--- src/rtl/dram_reader_burst.sv ---
// AXI3 read master streaming a contiguous DRAM region to a valid/ready port.
// Optional feature macro: DRAM_READER_RLAST_CHECK_EN (check RLAST against issued ARLENs).
//
// state    | meaning
// A_IDLE   | no burst addresses left to issue
// A_ISSUE  | issuing bursts, throttled by the outstanding limit
// R_IDLE   | no read beats expected
// R_RUN    | forwarding read beats to dout
module dram_reader_burst #(
   parameter int DATA_W          = 64,
   parameter int BURST_LEN       = 16,
   parameter int MAX_OUTSTANDING = 4,
   parameter int ADDR_W          = 32
) (
   input  logic              ACLK,
   input  logic              ARESETN,
   output logic [ADDR_W-1:0] M_AXI_ARADDR,
   output logic              M_AXI_ARVALID,
   input  logic              M_AXI_ARREADY,
   output logic [3:0]        M_AXI_ARLEN,
   output logic [2:0]        M_AXI_ARSIZE,
   output logic [1:0]        M_AXI_ARBURST,
   input  logic [DATA_W-1:0] M_AXI_RDATA,
   input  logic [1:0]        M_AXI_RRESP,
   input  logic              M_AXI_RLAST,
   input  logic              M_AXI_RVALID,
   output logic              M_AXI_RREADY,
   input  logic              CONFIG_VALID,
   output logic              CONFIG_READY,
   input  logic [ADDR_W-1:0] CONFIG_START_ADDR,
   input  logic [ADDR_W-1:0] CONFIG_NBYTES,
   output logic [DATA_W-1:0] dout,
   output logic              dout_valid,
   input  logic              dout_ready,
   output logic              dout_last,
   output logic              ERROR
);
   localparam int BB    = DATA_W / 8;
   localparam int BB_LG = $clog2(BB);
   localparam int OUT_W = $clog2(MAX_OUTSTANDING + 1);
   localparam logic [ADDR_W-1:0] BURST_BYTES = ADDR_W'(BURST_LEN * BB);
   localparam logic [3:0]        FULL_LEN    = 4'(BURST_LEN - 1);

   typedef enum logic {A_IDLE, A_ISSUE} a_state_t;
   typedef enum logic {R_IDLE, R_RUN}   r_state_t;

   a_state_t          a_state, a_state_nxt;
   r_state_t          r_state, r_state_nxt;
   logic [ADDR_W-1:0] araddr_q;
   logic [ADDR_W-1:0] beats_left_a;
   logic [ADDR_W-1:0] beats_left_r;
   logic [ADDR_W-1:0] total_beats;
   logic [ADDR_W-1:0] burst_beats;
   logic [OUT_W-1:0]  outstanding;
   logic [3:0]        arlen;
   logic              accept;
   logic              start;
   logic              ar_hs;
   logic              r_beat;
   logic              burst_end;
   logic              last_err;
   logic              error_q;

   assign total_beats  = CONFIG_NBYTES >> BB_LG;
   assign CONFIG_READY = (a_state == A_IDLE) && (r_state == R_IDLE);
   assign accept       = CONFIG_VALID && CONFIG_READY;
   assign start        = accept && (total_beats != '0);

   // Final burst is shortened to the beats that remain.
   assign arlen       = (beats_left_a >= ADDR_W'(BURST_LEN)) ? FULL_LEN
                                                              : beats_left_a[3:0] - 4'd1;
   assign burst_beats = {{(ADDR_W-4){1'b0}}, arlen} + ADDR_W'(1);

   assign M_AXI_ARVALID = (a_state == A_ISSUE) && (outstanding < OUT_W'(MAX_OUTSTANDING));
   assign M_AXI_ARADDR  = araddr_q;
   assign M_AXI_ARLEN   = arlen;
   assign M_AXI_ARSIZE  = 3'(BB_LG);
   assign M_AXI_ARBURST = 2'b01;
   assign ar_hs         = M_AXI_ARVALID && M_AXI_ARREADY;

   assign M_AXI_RREADY = (r_state == R_RUN) && dout_ready;
   assign dout_valid   = (r_state == R_RUN) && M_AXI_RVALID;
   assign dout         = M_AXI_RDATA;
   assign dout_last    = dout_valid && (beats_left_r == ADDR_W'(1));
   assign r_beat       = (r_state == R_RUN) && M_AXI_RVALID && dout_ready;
   assign ERROR        = error_q;

`ifdef DRAM_READER_RLAST_CHECK_EN
   localparam int PTR_W = (MAX_OUTSTANDING > 1) ? $clog2(MAX_OUTSTANDING) : 1;

   logic [3:0]       len_fifo [MAX_OUTSTANDING];
   logic [PTR_W-1:0] wr_ptr, rd_ptr;
   logic [3:0]       beat_in_burst;
   logic             exp_last;

   function automatic logic [PTR_W-1:0] ptr_inc(input logic [PTR_W-1:0] p);
      return (p == PTR_W'(MAX_OUTSTANDING - 1)) ? '0 : p + 1'b1;
   endfunction

   assign exp_last  = (outstanding != '0) && (beat_in_burst == len_fifo[rd_ptr]);
   assign burst_end = r_beat && exp_last;
   assign last_err  = r_beat && (M_AXI_RLAST != exp_last);

   always_ff @(posedge ACLK) begin
      if (ar_hs) len_fifo[wr_ptr] <= arlen;
   end

   always_ff @(posedge ACLK or negedge ARESETN) begin
      if (!ARESETN) begin
         wr_ptr        <= '0;
         rd_ptr        <= '0;
         beat_in_burst <= '0;
      end else begin
         if (ar_hs) wr_ptr <= ptr_inc(wr_ptr);
         if (burst_end) begin
            rd_ptr        <= ptr_inc(rd_ptr);
            beat_in_burst <= '0;
         end else if (r_beat) begin
            beat_in_burst <= beat_in_burst + 4'd1;
         end
      end
   end
`else
   assign burst_end = r_beat && M_AXI_RLAST;
   assign last_err  = 1'b0;
`endif

   always_comb begin
      a_state_nxt = a_state;
      r_state_nxt = r_state;
      case (a_state)
         A_IDLE:  if (start) a_state_nxt = A_ISSUE;
         A_ISSUE: if (ar_hs && (beats_left_a == burst_beats)) a_state_nxt = A_IDLE;
         default: a_state_nxt = A_IDLE;
      endcase
      case (r_state)
         R_IDLE:  if (start) r_state_nxt = R_RUN;
         R_RUN:   if (r_beat && (beats_left_r == ADDR_W'(1))) r_state_nxt = R_IDLE;
         default: r_state_nxt = R_IDLE;
      endcase
   end

   always_ff @(posedge ACLK or negedge ARESETN) begin
      if (!ARESETN) begin
         a_state      <= A_IDLE;
         r_state      <= R_IDLE;
         araddr_q     <= '0;
         beats_left_a <= '0;
         beats_left_r <= '0;
         outstanding  <= '0;
         error_q      <= 1'b0;
      end else begin
         a_state <= a_state_nxt;
         r_state <= r_state_nxt;
         if (accept) begin
            araddr_q     <= CONFIG_START_ADDR;
            beats_left_a <= total_beats;
            beats_left_r <= total_beats;
         end else begin
            if (ar_hs) begin
               araddr_q     <= araddr_q + BURST_BYTES;
               beats_left_a <= beats_left_a - burst_beats;
            end
            if (r_beat) beats_left_r <= beats_left_r - ADDR_W'(1);
         end
         // A burst closing in the same cycle as a new issue leaves the count unchanged.
         if (ar_hs && !burst_end)
            outstanding <= outstanding + OUT_W'(1);
         else if (!ar_hs && burst_end && (outstanding != '0))
            outstanding <= outstanding - OUT_W'(1);
         if (accept)
            error_q <= 1'b0;
         else if ((r_beat && (M_AXI_RRESP != 2'b00)) || last_err)
            error_q <= 1'b1;
      end
   end
endmodule

--- config.mk ---
export PLATFORM = sky130hd
export DESIGN_NAME = dram_reader_burst
export DESIGN_NICKNAME = d
export VERILOG_FILES = /design/src/rtl/dram_reader_burst.sv
export SDC_FILE = /design/constraint.sdc
export NUM_CORES = 1
export LEC_CHECK = 0
export BUFFER_PORTS_ARGS = -buffer_cell sky130_fd_sc_hd__buf_4
export CORE_UTILIZATION = 45
export DETAILED_ROUTE_END_ITERATION = 8
export PLACE_DENSITY = 0.75
export SETUP_SLACK_MARGIN = 0.2
export SLEW_MARGIN = 20
export SYNTH_ARGS = -nofsm -noshare
export SYNTH_HDL_FRONTEND = slang
export SYNTH_SLANG_ARGS = --single-unit
--- constraint.sdc ---
create_clock -name ACLK -period 5.8 [get_ports ACLK]
set_input_delay 0.87 -clock ACLK [delete_from_list [all_inputs] [get_ports ACLK]]
set_output_delay 0.87 -clock ACLK [all_outputs]
set_load 0.01 [all_outputs]
# After elaboration in Yosys (flattened, before gate mapping)
# Cells that the tools add are included.
[totals]
ff_bits = 102
inputBits = 137
out_inout_bits = 111
[classes]
n_addsub = 7
n_lt_le_gt_ge = 2
n_eq_ne = 2
n_mux = 16
n_bitwise = 2
n_reduce_logical = 25
[op_table]
columns = ["cell", "count"]
rows = [
  ["32-bit two-way mux", 6],
  ["32-bit by 8-bit adder with 32-bit output, second input constant", 1],
  ["32-bit by 1-bit == test with 1-bit output, second input constant", 1],
  ["32-bit by 5-bit == test with 1-bit output", 1],
  ["32-bit by 5-bit greater-or-equal comparator with 1-bit output, second input constant", 1],
  ["32-bit nonzero test", 1],
  ["32-bit by 1-bit subtractor with 32-bit output, second input constant", 1],
  ["32-bit by 5-bit subtractor with 32-bit output", 1],
  ["1-bit logical AND", 16],
  ["2-bit nonzero test", 5],
  ["3-bit two-way mux", 2],
  ["4-bit by 1-bit adder with 5-bit output, second input constant", 1],
  ["1-bit two-way mux", 5],
  ["4-bit two-way mux", 1],
  ["1-bit case mux with 2 select lines", 2],
  ["4-bit by 1-bit subtractor with 4-bit output, second input constant", 1],
  ["3-bit by 1-bit adder with 3-bit output, second input constant", 1],
  ["3-bit < comparator, second input constant", 1],
  ["3-bit nonzero test", 1],
  ["3-bit by 1-bit subtractor with 3-bit output, second input constant", 1],
  ["1-bit logical NOT", 2],
  ["1-bit inverter", 2],
]

# Longest topological paths before layout
# Gate-level depths: netlist (run 1).
[depth]
word_depth = 8
ltp_mapped = 14

# Least setup slack after synthesis (run 1)
# No wires, ideal clock.
[synth_timing]
path_type = "reg2reg"
start = "register beats_left_a[18]"
end = "register beats_left_a[29]"
arrival_time_ns = 4.146
required_time_ns = 5.722
slack_ns = 1.576
path_stages_with_launch = 14
n_path_buf = 1
synth_period_minus_slack_ns = 4.224
path_cell_list = "dfrtp_1 -> nor4_1 -> nand2_1 -> nor4_1 -> nand2_1 -> ha_1 -> inv_1 -> ha_1 -> o21a_1 -> o31a_1 -> or4_1 -> clkbuf_1 -> or4_1 -> a21oi_1"
[synth_between]
elab_chain_cells = 6
[synth_rtl]
columns = ["element", "line_no", "rtl"]
rows = [
  ["start, declared", "50", "logic [ADDR_W-1:0] beats_left_a;"],
  ["start signal, assigned", "157", "beats_left_a <= total_beats;"],
  ["start signal, assigned", "162", "beats_left_a <= beats_left_a - burst_beats;"],
  ["32-bit by 5-bit greater-or-equal comparator with 1-bit output", "70", "assign arlen = (beats_left_a >= ADDR_W'(BURST_LEN)) ? FULL_LEN"],
  ["4-bit two-way mux", "70", ""],
  ["via M_AXI_ARLEN[0]", "20", "output logic [3:0] M_AXI_ARLEN,"],
  ["4-bit by 1-bit adder with 5-bit output", "72", "assign burst_beats = {{(ADDR_W-4){1'b0}}, arlen} + ADDR_W'(1);"],
  ["32-bit by 5-bit subtractor with 32-bit output", "162", ""],
  ["32-bit two-way mux", "160", "if (ar_hs) begin"],
  ["32-bit two-way mux", "155", "if (accept) begin"],
]
# The timed path passes the listed nets, and every way through them passes these cells. The select of a mux whose other input is x is not followed.
# A chain may end at the register's enable or synchronous reset.

# Worst setup path in the final report (run 1)
[layout_timing]
start = "register beats_left_a[18]"
end = "register beats_left_a[31]"
[layout_between]
elab_chain_cells = 6
[layout_rtl]
columns = ["element", "line_no"]
rows = [
  ["32-bit by 5-bit greater-or-equal comparator with 1-bit output", "70"],
  ["4-bit two-way mux", "70"],
  ["4-bit by 1-bit adder with 5-bit output", "72"],
  ["32-bit by 5-bit subtractor with 32-bit output (*)", "162"],
  ["32-bit two-way mux (*)", "160"],
  ["32-bit two-way mux (*)", "155"],
]
# Mark *: on every way between the ends. The rest lies on a longest branch, timed or not. The select of a mux whose other input is x is not followed.

==> out/metrics.cfg, run 1 <==
[floorplanning]
die_x_um = 122.3
io_pins = 248
core_region_area_um2 = 13990
rows = 43
start_util_pct = 46.57
die_h_um = 122.3
die_area_um2 = 14960

[logic_synthesis]
synth_top_family_by_area = simple AND/OR/NAND/NOR gates
async_flop_share_pct = 100.0
ys_types = 64
netlist_top_cells_count = 123 x nand2_1, 102 x dfrtp_1, 69 x buf_4
syn_area_um2 = 6515
synth_compound_gate_area_share_pct = 20.07
syn_avg_cell_area_um2 = 8.675
seq_area_frac_synth_pct = 39.18
synthMuxAreaShare_pct = 0.4609
yosys.area.top_type = dfrtp_1
syn_inst = 751
yosysWarnings = 0
yosysTopAreaCellShare_pct = 39.18
synthAdderAreaFrac_pct = 2.535
synth.most_common_cell = nand2_1
yosys.area_share.simple_pct = 25.31
synth_xor_area_share_pct = 1.748
synth_edf_count = 0
ys.flop_type = dfrtp_1
ys_seq_elements = 102
synthTopCellsByArea = dfrtp_1 39%, buf_4 8.0%, nand2_1 7.1%

[detailed_routing]
routed_wl_um = 17420
drt_first_iter_violations = 391
num_vias = 5887
ant_nets = 0
drc = 0
first_pass_iters = 5
via_per_inst = 6.050
wl_per_cell_um = 17.91

[sta]
worst_pin_slew_ns = 0.8887
setup_tns_ns = 0
hold_viol = 0
maxSlewViolCount = 0
fin_crit_ns = 4.429
setup_viol = 0
finClkSkew_ns = 0.008856
post-route-period-util_pct = 76.36
max_freq_ghz = 0.2258
slew_headroom_pct = 40.75
grt_setup_unrepaired = false

[power_and_ir_drop]
ir_drop_mv = 0.1894
power_leakage_nw = 3.120
pwr_density_cell_nw_per_um2 = 478.2

[clock_network]
root_buffer = clkbuf_16
hold_buffers = 0
ctsResizeCount = 0
cts_tree = done
h-tree-depth = 3
cts.sinks = 102
cts_setup_buffers = 0
insertion_delay_ns = 0.36
cts_buffer_depth = 2
cts_buffers = 9
clkSlewWorstSetupHoldPaths_ns = 0.07

[place]
io_buffers = 111
gp_congestion = 0.8649
place_area_um2 = 7027
place_hpwl_um = 12370

[critical_path]
worst-endpoint-arrival_ns = 4.71
end_kind = flip-flop
worstSetupPathType = flip-flop to flip-flop
cp_slowest_cell = or4_1
crit_fanout = 10
crit_chain = nor4_1 -> nand2_1 -> nor4_1 -> buf_4 -> nand2_1 -> ha_1 -> inv_1 -> ha_1 -> o21a_1 -> o31a_1 -> or4_1 -> or4_1 -> a21oi_1
r2r_start = beats_left_a[18]
cp.required_ns = 6.08
worst_setup_path_start_kind = flip-flop
cp_slowest_stage_delay_ns = 0.72
startpoint = beats_left_a[18]

[hold_path]
hp-start = ERROR
min_path_type = flip-flop to flip-flop

[outcome]
status = complete, no violations

[global_routing]
grt_pass1_vias = 5232
use_met1_pct = 34.14
met3_usage_pct = 4.600
grt.overflow.total = 0
met2_usage_pct = 35.43
grt_use_total_pct = 23.74
grt_first_pass_wirelength_um = 27390
grt_antenna_before_repair = 0
grt_max_degree = 67
top_usage_layer = met2

[layout]
layout.nets = 937
fillers = 1324
syn_to_final_growth_pct = 13.79
antenna_cells = 0
layout-drive-gt1-share_pct = 19.92
final_area_um2 = 7413

[job]
max-cap-violations = 0

-- power breakdown --
group	internal [mW]	switching, mW
registers	1.01	0.351
clock network	0.509	0.275
logic	0.635	0.766
-- per-stage QoR --
| stage | hold slack, ns | utilization (%) | instances | setup WS, ns | total power [mW] |
|---|---|---|---|---|---|
| after global placement | 0.4546 | 50.23 | 957 | 1.506 | 2.712 |
| final | 0.4769 | 53.00 | 973 | 1.371 | 3.545 |
| after global routing | 0.5021 | 53.00 | 973 | 1.096 | 3.792 |
| after floorplan | 0.4707 | - | 755 | 1.576 | 2.293 |
| after CTS | 0.4822 | 53.00 | 973 | 1.423 | 3.545 |
| after detailed placement | 0.4658 | 50.23 | 957 | 1.464 | 2.755 |
-- worst max-delay path, delay by kind of cell (launching register included) --
family                     cells  cell delay [ns]
DFF                            1             0.44
buffers and inverters          2             0.25
and+or+nand+nor                6             2.33
AOI/OAI and AO/OA              3             0.70
adders and majority gates      2             0.62
-- worst paths after layout --
kind,to,slack [ns],depth (start not counted)
worst max-delay path,beats_left_a[31],1.37,13
worst min-delay path,ERROR,0.48,2
worst max register to register,beats_left_a[31],1.37,13
worst min register to register,ERROR,0.48,2
max in group asynchronous,beats_left_r[15],4.12,2
min in group asynchronous,beats_left_r[0],0.63,1
-- routing by layer --
metal  vias up  part of all wire, %
met5         -                    0
met4         0                  1.9
met3        29                  7.7
met2       217                   46
met1      2811                   45
li1       2830                    -
-- placed cells by master (no fill, tap or decap), types with 3 or more instances in the layout --
cell,synthesis,final
nor2_1,40,40
buf_4,69,123
mux2i_1,3,3
dfrtp_1,102,102
clkbuf_16,0,9
a31oi_1,8,8
a221o_1,12,12
o21ai_0,40,40
o221ai_1,3,3
nor2b_1,4,4
or3_1,12,12
inv_1,9,9
a31o_2,3,3
o211ai_1,28,28
conb_1,2,6
or2_2,6,6
nand3_1,40,40
nor3_1,21,21
xnor2_1,8,8
ha_1,10,10
bufinv_16,0,5
o311a_1,6,6
xor2_1,5,5
and3_1,3,3
nor4_1,26,26
a21oi_1,16,16
nand2_1,123,122
o311ai_0,25,25
o31ai_1,6,6
a211o_1,4,4
nand4_1,19,19
or4_1,16,16
o41ai_1,3,3
a22oi_1,8,8
-- cell type report --
cell class | instances | area (um^2) | area share (%)
clock buffer | 10 | 229.0 | 3.089
clock inverter | 6 | 157.7 | 2.127
inverter | 9 | 33.78 | 0.4557
multi-input combinational | 543 | 3292 | 44.41
sequential | 102 | 2552 | 34.43
tap | 180 | 225.2 | 3.038
timing repair buffer | 123 | 923.4 | 12.46
-- state kept, by name, indices dropped and copies added, names as in the netlist --
name,count
M_AXI_ARADDR,32
a_state,1
beats_left_r,32
r_state,1
outstanding,3
ERROR,1
beats_left_a,32
-- kinds of logic (layout without fill, tap and decap cells) --
kind of cell / Yosys count / count (layout)
DFF: 102 / 102
muxes: 3 / 3
other: 2 / 6
adders and majority gates: 12 / 12
AOI/OAI and AO/OA: 179 / 179
and+or+nand+nor: 330 / 330
xor gates and xnor gates: 13 / 13
buffers and inverters: 110 / 148
No activity file was read; power rests on OpenSTA's default activity.
==> run 2: changes to the inputs <==
--- a/config.mk
+++ b/config.mk
@@ -8,7 +8,7 @@
 export BUFFER_PORTS_ARGS = -buffer_cell sky130_fd_sc_hd__buf_4
 export CORE_UTILIZATION = 45
 export DETAILED_ROUTE_END_ITERATION = 8
-export PLACE_DENSITY = 0.75
+export PLACE_DENSITY = 0.78
 export SETUP_SLACK_MARGIN = 0.2
 export SLEW_MARGIN = 20
 export SYNTH_ARGS = -nofsm -noshare
==> constraint.sdc (replaced) <==
create_clock -name ACLK -period 4 [get_ports ACLK]
set_input_delay 0.6 -clock ACLK [delete_from_list [all_inputs] [get_ports ACLK]]
set_output_delay 0.6 -clock ACLK [all_outputs]
set_load 0.01 [all_outputs]
==> run 2 against run 1 <==
Design area up 2.4%. Critical path type unchanged. Via count increased by 4.0%. Flip-flop and latch count did not move. Sequential power rose by 46%.
==> out/metrics.cfg, run 2 (same netlist as run 1, synthesis figures left out) <==
[clock_network]
clkSlewWorstSetupHoldPaths_ns = 0.07  ; about the same
cts_tree = done  ; unchanged
cts.sinks = 102  ; unchanged
cts_buffer_depth = 2  ; unchanged
root_buffer = clkbuf_16  ; unchanged
insertion_delay_ns = 0.35  ; was 0.36 ns
hold_buffers = 0  ; unchanged
cts_buffers = 9  ; unchanged
h-tree-depth = 3  ; unchanged

[global_routing]
grt_use_total_pct = 24.78  ; was 23.74%
grt.overflow.total = 0  ; unchanged
grt_antenna_before_repair = 0  ; unchanged
grt_max_degree = 52  ; was 67
grt_first_pass_wirelength_um = 28990  ; was 27390 um
grt_pass1_vias = 5664  ; was 5232

[sta]
setup_viol = 0  ; unchanged
max_freq_ghz = 0.2665  ; was 0.2258 GHz
slew_headroom_pct = 46.76  ; was 40.75%
fin_crit_ns = 3.753  ; was 4.429 ns
grt_setup_unrepaired = true  ; was false
worst_pin_slew_ns = 0.7957  ; was 0.8887 ns
finClkSkew_ns = 0.01020  ; was 0.008856 ns
hold_viol = 0  ; unchanged
setup_tns_ns = 0  ; unchanged
post-route-period-util_pct = 93.83  ; was 76.36%
maxSlewViolCount = 0  ; unchanged

[layout]
final_common_cell = buf_4  ; unchanged
layout-drive-gt1-share_pct = 23.58  ; was 19.92%
fin_util_pct = 54.28  ; was 53.00%
syn_to_final_growth_pct = 16.54  ; was 13.79%
antenna_cells = 0  ; unchanged
layout.nets = 954  ; was 937
layout_common_cells = 139 x buf_4, 119 x nand2_1, 100 x dfrtp_1, 40 x nor2_1, 40 x o21ai_0  ; was 123 x buf_4, 122 x nand2_1, 102 x dfrtp_1
fillers = 1301  ; was 1324
final_area_um2 = 7592  ; was 7413 um^2

[floorplanning]
core_region_area_um2 = 13990  ; unchanged
io_pins = 248  ; unchanged
start_util_pct = 46.57  ; unchanged
die_h_um = 122.3  ; unchanged
die_area_um2 = 14960  ; unchanged
die_x_um = 122.3  ; unchanged
rows = 43  ; unchanged

[place]
io_buffers = 111  ; unchanged
gp_congestion = 0.9224  ; was 0.8649
place_hpwl_um = 12960  ; was 12370 um
place_area_um2 = 7147  ; was 7027 um^2

[power_and_ir_drop]
pwr_density_cell_nw_per_um2 = 680.5  ; was 478.2 nW/um^2
ir_drop_mv = 0.3525  ; was 0.1894 mV
p_total_mw = 5.167  ; was 3.545 mW
power_leakage_nw = 3.221  ; was 3.120 nW

[critical_path]
worst-endpoint-arrival_ns = 4.02  ; was 4.71 ns
reg2reg_depth = 13  ; unchanged
worst_setup_path_start_kind = flip-flop  ; unchanged
end_kind = flip-flop  ; unchanged
reg2reg_to = beats_left_a[31]  ; unchanged
worstSetupPathType = flip-flop to flip-flop  ; unchanged
cp.required_ns = 4.27  ; was 6.08 ns
r2r_slack_ns = 0.25  ; was 1.37 ns
r2r_start = beats_left_a[27]  ; was beats_left_a[18]
crit_fanout = 5  ; was 10
startpoint = beats_left_a[27]  ; was beats_left_a[18]

[detailed_routing]
ant_nets = 0  ; unchanged
wl_per_cell_um = 18.41  ; was 17.91 um
via_per_inst = 6.183  ; was 6.050
routed_wl_um = 18230  ; was 17420 um
num_vias = 6121  ; was 5887
first_pass_iters = 5  ; unchanged
drc = 0  ; unchanged
drt_first_iter_violations = 586  ; was 391

[job]
max-cap-violations = 0  ; unchanged

[hold_path]
min_path_type = input pin to asynchronous set/reset pin  ; was flip-flop to flip-flop

[outcome]
status = complete, no violations  ; unchanged

run 2: changes by cell type in the layout (fill, tap and decap cells not counted), moves of 3 or more:
cell	change
buf_4	+16
clkbuf_8	+3
nor4_4	+3
nor3_1	-3
nand2_1	-3
bufinv_16	-4
nor4_1	-3
nor3_2	+3
run 2: per-layer routing:
metal	GRT usage (%)	vias to the layer above	part of all wire (%)
li1	-	2871	-
met2	39.08	216	47
met3	3.671	37	7.2
met4	9.985	0	2.2
met5	0	-	0
met1	34.06	2997	44
run 2: power breakdown:
group	internal [mW]	switching (mW)
combinational	1.04	1.21
clock	0.539	0.390
sequential	1.47	0.524
run 2: area by class of cell:
type	count	area, um^2	area share [%]
clock inverters	2	38.79	0.5109
inverters	9	33.78	0.4450
multi-input cells	543	3411	44.92
clock buffers	14	274.0	3.609
repair buffers	140	1055	13.89
flip-flops and latches	102	2555	33.65
well taps	180	225.2	2.966
run 2: timing repair:
item | CTS | global route
hold endpoints to repair | 0 | 0
gates resized for setup | 4 | 14
endpoints found under the setup margin | 7 | 11
pin swaps | 3 | 11
gates cloned | 0 | 0
buffers inserted | 2 | 4
run 2: worst max path at each step:
stage,to,slack (ns),cells past startpoint
2_1_floorplan,beats_left_a[29],0.20,13
3_3_place_gp,beats_left_a[25],0.12,13
3_5_place_dp,beats_left_a[29],0.06,12
4_1_cts,beats_left_a[31],0.22,13
5_1_grt,beats_left_a[31],0.05,13
6_report,beats_left_a[31],0.25,13
run 2: worst max-delay path, stage by stage, from the launching register on:
cell and delay [ns]:
dfrtp_1 0.42, nor4_4 0.32, nand3_2 0.16, nor4_4 0.30, buf_6 0.17, nand2_4 0.07, ha_4 0.17, xnor2_1 0.12
ha_1 0.35, o21a_1 0.17, o31a_1 0.33, or4_4 0.52, or4_4 0.43, a21oi_2 0.14
run 2: metrics by stage:
stage / worst slack (ns) / hold slack [ns] / instances
6_report: 0.2470 / 0.2901 / 990
5_1_grt: 0.05022 / 0.3511 / 990
4_1_cts: 0.2238 / 0.3165 / 986
3_5_place_dp: 0.06423 / 0.4707 / 968
3_3_place_gp: 0.1218 / 0.4541 / 968
2_1_floorplan: 0.2026 / 0.3044 / 755
